[src/rtl/alu_seq_pkg.sv]
// Shared definitions for the sequential ALU: opcodes, FSM states and
// a small helper that classifies which opcodes take the multi-cycle path.
package alu_seq_pkg;

    localparam logic [2:0] OP_ADD = 3'd0;
    localparam logic [2:0] OP_SUB = 3'd1;
    localparam logic [2:0] OP_AND = 3'd2;
    localparam logic [2:0] OP_OR  = 3'd3;
    localparam logic [2:0] OP_XOR = 3'd4;
    localparam logic [2:0] OP_SLT = 3'd5;
    localparam logic [2:0] OP_MUL = 3'd6;
    localparam logic [2:0] OP_RSV = 3'd7;

    // Single-cycle ops go straight from IDLE to DONE, so no EXEC state exists.
    typedef enum logic [1:0] {
        ST_IDLE = 2'd0,
        ST_MUL  = 2'd1,
        ST_DONE = 2'd2
    } state_e;

    typedef struct packed {
        logic v;
        logic c;
        logic z;
        logic n;
    } flags_t;

    // True when the opcode is serviced by the iterative multiplier.
    function automatic logic is_multicycle(input logic [2:0] op, input logic mul_en);
        return mul_en && (op == OP_MUL);
    endfunction

endpackage

[src/rtl/alu_seq_if.sv]
// Handshake bundle between operand fetch (master) and the ALU (slave):
// request channel in_valid/in_ready with op/a/b, response channel
// out_valid/out_ready with result and V/C/Z/N flags.
interface alu_seq_if #(
    parameter int W = 16
);
    logic         in_valid;
    logic         in_ready;
    logic [2:0]   op;
    logic [W-1:0] a;
    logic [W-1:0] b;
    logic         out_valid;
    logic         out_ready;
    logic [W-1:0] result;
    logic         v;
    logic         c;
    logic         z;
    logic         n;

    modport slave (
        input  in_valid, op, a, b, out_ready,
        output in_ready, out_valid, result, v, c, z, n
    );

    modport master (
        output in_valid, op, a, b, out_ready,
        input  in_ready, out_valid, result, v, c, z, n
    );
endinterface

[src/rtl/alu_seq_addsub.sv]
// Combinational ripple add/subtract shared by ADD, SUB and SLT.
// sub_i=1 computes a + ~b + 1; cout_o is the carry out of the MSB
// (1 = no borrow when subtracting), v_o is signed overflow.
module addsub_n #(
    parameter int W = 16
) (
    input  logic [W-1:0] a_i,
    input  logic [W-1:0] b_i,
    input  logic         sub_i,
    output logic [W-1:0] sum_o,
    output logic         cout_o,
    output logic         v_o
);
    logic [W-1:0] b_x;
    logic [W:0]   carry;

    assign carry[0] = sub_i;

    genvar gi;
    generate
        for (gi = 0; gi < W; gi++) begin : g_bit
            assign b_x[gi]       = b_i[gi] ^ sub_i;
            assign sum_o[gi]     = a_i[gi] ^ b_x[gi] ^ carry[gi];
            assign carry[gi + 1] = (a_i[gi] & b_x[gi]) | (carry[gi] & (a_i[gi] ^ b_x[gi]));
        end
    endgenerate

    assign cout_o = carry[W];
    // Carry into the MSB differing from carry out of it is exactly the
    // "same-sign operands, different-sign result" overflow condition.
    assign v_o    = carry[W] ^ carry[W-1];
endmodule

[src/rtl/alu_seq.sv]
// Handshaked ALU: ADD/SUB/AND/OR/XOR/SLT complete on the accept edge,
// MUL iterates one partial product per cycle for W cycles. Result and
// flags are registered and held in DONE until the consumer takes them.
module alu_seq
    import alu_seq_pkg::*;
#(
    parameter int W      = 16,
    parameter bit MUL_EN = 1'b1
) (
    input  logic       clk,
    input  logic       rst,
    alu_seq_if.slave   bus
);
    localparam int            CW       = $clog2(W) + 1;
    localparam logic [CW-1:0] CNT_LAST = CW'(W - 1);

    state_e          state_q;
    logic            out_valid_q;
    logic [W-1:0]    result_q;
    flags_t          flags_q;

    logic [W-1:0]    mcand_q;
    logic [W-1:0]    mplier_q;
    logic [2*W-1:0]  acc_q;
    logic [CW-1:0]   cnt_q;

    logic [W-1:0]    as_sum;
    logic            as_cout;
    logic            as_v;

    logic [W-1:0]    alu_r_d;
    logic            alu_v_d;
    logic            alu_c_d;

    logic [W-1:0]    mul_pp_d;
    logic [W:0]      mul_hi_d;
    logic [2*W-1:0]  mul_acc_d;
    logic            mul_sel;

    addsub_n #(.W(W)) u_addsub (
        .a_i    (bus.a),
        .b_i    (bus.b),
        .sub_i  (bus.op != OP_ADD),
        .sum_o  (as_sum),
        .cout_o (as_cout),
        .v_o    (as_v)
    );

    assign mul_sel       = is_multicycle(bus.op, MUL_EN);
    assign bus.in_ready  = (state_q == ST_IDLE);
    assign bus.out_valid = out_valid_q;
    assign bus.result    = result_q;
    assign bus.v         = flags_q.v;
    assign bus.c         = flags_q.c;
    assign bus.z         = flags_q.z;
    assign bus.n         = flags_q.n;

    // Single-cycle result and V/C for the op presented on the bus.
    always_comb begin
        alu_r_d = '0;
        alu_v_d = 1'b0;
        alu_c_d = 1'b0;
        case (bus.op)
            OP_ADD, OP_SUB: begin
                alu_r_d = as_sum;
                alu_c_d = as_cout;
                alu_v_d = as_v;
            end
            OP_AND: alu_r_d = bus.a & bus.b;
            OP_OR:  alu_r_d = bus.a | bus.b;
            OP_XOR: alu_r_d = bus.a ^ bus.b;
            // Sign of a-b corrected by overflow gives the true signed compare.
            OP_SLT: alu_r_d = {{(W-1){1'b0}}, as_sum[W-1] ^ as_v};
            default: alu_r_d = '0;
        endcase
    end

    // One shift-add step: add the multiplicand into the upper half when
    // the current multiplier bit is set, then shift the accumulator right.
    always_comb begin
        mul_pp_d  = mplier_q[0] ? mcand_q : '0;
        mul_hi_d  = {1'b0, acc_q[2*W-1:W]} + {1'b0, mul_pp_d};
        mul_acc_d = {mul_hi_d, acc_q[W-1:1]};
    end

    // Control FSM with registered result, flags and out_valid.
    always_ff @(posedge clk) begin
        if (rst) begin
            state_q     <= ST_IDLE;
            out_valid_q <= 1'b0;
            result_q    <= '0;
            flags_q     <= '0;
            mcand_q     <= '0;
            mplier_q    <= '0;
            acc_q       <= '0;
            cnt_q       <= '0;
        end else begin
            case (state_q)
                ST_IDLE: begin
                    if (bus.in_valid) begin
                        if (mul_sel) begin
                            mcand_q  <= bus.a;
                            mplier_q <= bus.b;
                            acc_q    <= '0;
                            cnt_q    <= '0;
                            state_q  <= ST_MUL;
                        end else begin
                            result_q    <= alu_r_d;
                            flags_q.v   <= alu_v_d;
                            flags_q.c   <= alu_c_d;
                            flags_q.z   <= (alu_r_d == '0);
                            flags_q.n   <= alu_r_d[W-1];
                            out_valid_q <= 1'b1;
                            state_q     <= ST_DONE;
                        end
                    end
                end
                ST_MUL: begin
                    acc_q    <= mul_acc_d;
                    mplier_q <= mplier_q >> 1;
                    cnt_q    <= cnt_q + 1'b1;
                    if (cnt_q == CNT_LAST) begin
                        result_q    <= mul_acc_d[W-1:0];
                        flags_q.v   <= 1'b0;
                        flags_q.c   <= |mul_acc_d[2*W-1:W];
                        flags_q.z   <= (mul_acc_d[W-1:0] == '0);
                        flags_q.n   <= mul_acc_d[W-1];
                        out_valid_q <= 1'b1;
                        state_q     <= ST_DONE;
                    end
                end
                ST_DONE: begin
                    if (bus.out_ready) begin
                        out_valid_q <= 1'b0;
                        state_q     <= ST_IDLE;
                    end
                end
                default: begin
                    out_valid_q <= 1'b0;
                    state_q     <= ST_IDLE;
                end
            endcase
        end
    end
endmodule

[src/flat_wrapper.sv]
// flat-port wrapper written by rule: the top's interface ports become plain ports
module alu_seq_flat import alu_seq_pkg::*;
#(
    parameter int W      = 16,
    parameter bit MUL_EN = 1'b1
)
  (clk, rst, bus_in_valid, bus_op, bus_a, bus_b, bus_out_ready, bus_in_ready, bus_out_valid, bus_result, bus_v, bus_c, bus_z, bus_n);
  alu_seq_if #(.W(W)) bus_i ();
  input  logic clk;
  input  logic rst;
  input wire logic [$bits(bus_i.in_valid)-1:0] bus_in_valid;
  input wire logic [$bits(bus_i.op)-1:0] bus_op;
  input wire logic [$bits(bus_i.a)-1:0] bus_a;
  input wire logic [$bits(bus_i.b)-1:0] bus_b;
  input wire logic [$bits(bus_i.out_ready)-1:0] bus_out_ready;
  output wire logic [$bits(bus_i.in_ready)-1:0] bus_in_ready;
  output wire logic [$bits(bus_i.out_valid)-1:0] bus_out_valid;
  output wire logic [$bits(bus_i.result)-1:0] bus_result;
  output wire logic [$bits(bus_i.v)-1:0] bus_v;
  output wire logic [$bits(bus_i.c)-1:0] bus_c;
  output wire logic [$bits(bus_i.z)-1:0] bus_z;
  output wire logic [$bits(bus_i.n)-1:0] bus_n;
  assign bus_i.in_valid = bus_in_valid;
  assign bus_i.op = bus_op;
  assign bus_i.a = bus_a;
  assign bus_i.b = bus_b;
  assign bus_i.out_ready = bus_out_ready;
  assign bus_in_ready = bus_i.in_ready;
  assign bus_out_valid = bus_i.out_valid;
  assign bus_result = bus_i.result;
  assign bus_v = bus_i.v;
  assign bus_c = bus_i.c;
  assign bus_z = bus_i.z;
  assign bus_n = bus_i.n;
  alu_seq #(.W(W), .MUL_EN(MUL_EN)) u_core (.clk(clk), .rst(rst), .bus(bus_i));
endmodule
[config.mk]
export PLATFORM = sky130hd
export DESIGN_NAME = alu_seq_flat
export DESIGN_NICKNAME = d
export VERILOG_FILES = /design/src/rtl/alu_seq_pkg.sv /design/src/rtl/alu_seq_if.sv /design/src/rtl/alu_seq_addsub.sv /design/src/rtl/alu_seq.sv /design/src/flat_wrapper.sv
export SDC_FILE = /design/constraint.sdc
export NUM_CORES = 1
export LEC_CHECK = 0
export ABC_AREA = 1
export CAP_MARGIN = 20
export CORE_UTILIZATION = 64
export CTS_BUF_LIST = sky130_fd_sc_hd__clkbuf_8
export CTS_CLUSTER_DIAMETER = 100
export CTS_CLUSTER_SIZE = 14
export DETAILED_ROUTE_END_ITERATION = 6
export HOLD_SLACK_MARGIN = 0.03
export PLACE_DENSITY = 0.92
export SLEW_MARGIN = 20
export SYNTH_ARGS = -nofsm -noshare
export SYNTH_HDL_FRONTEND = slang
export SYNTH_SLANG_ARGS = --single-unit
export TNS_END_PERCENT = 10
[constraint.sdc]
create_clock -name clk -period 14.9 [get_ports clk]
set_input_delay 1.49 -clock clk [delete_from_list [all_inputs] [get_ports clk]]
set_output_delay 1.49 -clock clk [all_outputs]
set_load 0.01 [all_outputs]
==> impl_metrics.toml <==
[timing]
rsz0062_at_grt = "false"
final_hold_viol_count = 0
slew_violations = 0
setup_viol = 0
setup_tns_ns = 0
slew_headroom = 0.336
fmax_mhz = 111
timing.final.crit_share = 0.604
worst_slew_pin_slew_ns = 0.997
min_period_ns = 9.00
skew_ns = 0.0137

[drt]
wl_mm = 15.5
drc = 0
drt_pre_antenna_iters = 6
vias = 6008
antenna_left = 0
vias_per_cell = 5.68
drt-initial-drc-count = 400
wl_per_cell_um = 14.7

[clock_tree]
cts_tree = "done"
clock_latency_ns = 0.37
numCtsBuffers = 9
clk_pin_slew_ns = 0.10
ctsHtreeMaxLevel = 3
clockBufferDepth = 2
cts_setup_buffers = 0
holdBufCountCts = 0
cts_root_buffer = "clkbuf_8"
cts_sinks = 90
cts_resized = 0

[floorplanning]
io-pin-count = 61
initial_core_util = 0.665
die_w_um = 100
core_um2 = 9280
core.rowCount = 35
die_y_um = 100
dieArea_um2 = 10000

[power]
ir_drop_mv = 0.0951
switchingPower_mw = 0.310
p_leak_nw = 3.23
p_int_mw = 0.489
power_density_nw_per_um2 = 115
power_frac_seq = 0.399
total_power_mw = 0.799
swShare = 0.388
clkPwrFrac = 0.216
combPwrFrac = 0.384

[worst_setup_path]
critPathArrivalTime_ns = 9.26
cp-start-kind = "input port"
crit_path_end_kind = "flip-flop"
critical_path.top_delay_family = "adder cells"
crit_fanout = 17
reg2reg_slack_ns = 12.22
r2r-end = "u_core.bus.c$_SDFFE_PP0P_"
slowest_delay_ns = 0.50
slowest_stage = "clkdlybuf4s50_1"
worst_path_most_repeated_cell = "fa_1"
cp.required_ns = 15.16
worstRegToRegCells = 14
critical_path_class = "input port to flip-flop"
path_buf_inv = 2
r2r-start = "u_core.mplier_q[0]$_SDFFE_PP0P_"

[synth]
synth-main-ff-cell = "dfxtp_1"
synth-adder-area-share = 0.156
yosys_register_bits = 90
yosysSeqAreaShare = 0.292
synth-xor-area-share = 0.0255
syn_inst = 889
yosysUniqueCellTypes = 41
yosys.area_share.simple = 0.264
synth_mux_area_frac = 0
async_flop_share = 0
synth_compound_area_frac = 0.159
avgSynthCellArea_um2 = 6.95
syn_area_um2 = 6180
syn_nets = 995
ys_warn_count = 0
synth_edf_count = 0
synth_top_family_by_area = "simple AND/OR/NAND/NOR gates"

[finish]
insertedDiodeCount = 0
final_util = 0.752
areaGrowthSynthToFinish_pct = 13.0
finalInstanceArea_um2 = 6980
fill_cells = 734
fin_nets = 1030
drive_above_1_share = 0.0441

[grt]
grt_max_degree = 56
grt_pass1_wl_mm = 26.1
overflow = 0
grt_pass1_vias = 5574
antenna_found_initial = 0
grtUsageTotal = 0.327

[run_status]
outcome = "finished, final reports clean"

[hold_path]
min_path_type = "flip-flop to flip-flop"
hold_depth = 2
min_to = "u_core.bus.out_valid$_SDFFE_PP0P_"
min_from = "u_core.bus.out_valid$_SDFFE_PP0P_"

[placed_design]
place_area_um2 = 6770
place.gp.congestion = 0.961
hpwl_mm = 11.4
port-buffer-count = 60

[run]
maxCapViolCount = 0
through the flow:
stage	hold slack [ns]	instances	setup WS [ns]
after floorplan	0.439	889	6.37
after global placement	0.450	1042	5.72
after detailed placement	0.454	1042	5.63
after CTS	0.470	1058	5.98
after global routing	0.497	1058	5.61
final	0.470	1058	5.90
worst max path at each step:
stage | to | from | cells after the start | slack (ns)
floorplan | u_core.bus.z$_SDFFE_PP0P_ | bus_op[0] | 26 | 6.37
global placement | u_core.bus.z$_SDFFE_PP0P_ | bus_op[0] | 26 | 5.72
detailed placement | u_core.bus.z$_SDFFE_PP0P_ | bus_op[1] | 26 | 5.63
CTS | u_core.bus.z$_SDFFE_PP0P_ | bus_op[1] | 26 | 5.98
global route | u_core.bus.z$_SDFFE_PP0P_ | bus_op[1] | 26 | 5.61
finish | u_core.bus.z$_SDFFE_PP0P_ | bus_op[1] | 26 | 5.90
logic make-up (layout without fill, tap and decap cells):
| family | Yosys count | count (layout) |
|---|---|---|
| and+or+nand+nor | 392 | 392 |
| AOI/OAI and AO/OA | 166 | 166 |
| buffers and inverters | 156 | 196 |
| DFF | 90 | 90 |
| adders and majority gates | 67 | 67 |
| xor gates and xnor gates | 18 | 18 |
Yosys cell counts, types with 4 or more instances:
master	count	share of area
nand2_1	256	0.16
a21oi_1	57	0.046
clkbuf_1	18	0.011
o21ai_0	41	0.033
o211ai_1	6	0.0073
xor2_1	16	0.023
buf_2	11	0.0089
fa_1	17	0.055
o2111ai_1	7	0.0099
nor2_1	58	0.035
a211oi_1	16	0.019
dfxtp_1	90	0.29
nand4_1	4	0.0041
buf_4	6	0.0073
nand3_1	42	0.034
inv_1	114	0.069
or2_2	7	0.0071
a31oi_1	30	0.030
ha_1	50	0.10
nor3_1	7	0.0057
cells in the final DEF (no fill, tap or decap), types with 2 or more instances in the layout:
master,Yosys,routed
nand2_1,256,256
inv_1,114,115
nor2_4,1,3
nor3_1,7,7
clkinv_4,0,2
nand4_1,4,4
xnor2_1,2,2
a21oi_1,57,57
o211ai_1,6,6
buf_4,6,3
nand3_1,42,42
fa_1,17,17
clkbuf_8,0,9
a211oi_1,16,16
or2_2,7,7
dfxtp_1,90,90
o22ai_1,3,3
nor2_1,58,57
inv_2,3,3
a31oi_1,30,30
nor4_1,3,3
clkdlybuf4s50_1,0,59
o21bai_1,2,2
ha_1,50,50
o2111ai_1,7,7
or2_1,3,3
and3_1,2,2
nand2_4,2,2
o21ai_0,41,40
xor2_1,16,16
power groups by stage:
stage	registers [mW]	clock network [mW]	logic, mW
2_1_floorplan	0.324	0	0.181
3_3_place_gp	0.323	0	0.294
3_5_place_dp	0.322	0	0.301
4_1_cts	0.318	0.173	0.304
5_1_grt	0.324	0.183	0.338
6_report	0.319	0.173	0.307
state kept, by name (all words and copies together), names as in the netlist:
register and cells:
u_core.acc_q 31, u_core.bus.c 1, u_core.bus.n 1, u_core.bus.out_valid 1, u_core.bus.result 15, u_core.bus.v 1
u_core.bus.z 1, u_core.cnt_q 5, u_core.mcand_q 16, u_core.mplier_q 16, u_core.state_q 2
per-layer routing:
layer / up-vias / wire length, µm / share of wire / global-route usage
met2: 240 / 7090 / 0.46 / 0.535
met3: 56 / 1130 / 0.073 / 0.0543
met5: - / 0 / 0 / 0
li1: 2955 / - / - / -
met1: 2757 / 6610 / 0.43 / 0.422
met4: 0 / 677 / 0.044 / 0.158
layout make-up:
type | instances | area, µm² | share of cell area
multi-input cells | 643 | 3750 | 0.538
flip-flops and latches | 90 | 1800 | 0.258
repair buffers | 63 | 618 | 0.0886
inverters | 117 | 439 | 0.0629
well taps | 129 | 161 | 0.0231
clock buffers | 9 | 124 | 0.0178
clock inverters | 7 | 78.8 | 0.0113
worst reg2reg max path: stages, from the launching register on:
cell and delay [ns]:
dfxtp_1 0.48, nand2_1 0.13, inv_1 0.05, ha_1 0.24, fa_1 0.50, nand3_1 0.13, nand2_1 0.11, nand2_1 0.09
nand2_1 0.08, a21oi_1 0.24, nand3_1 0.10, nor2_1 0.10, nand3_1 0.14, nand2_1 0.10, a21oi_1 0.05
(Power assumes the default switching activity.)
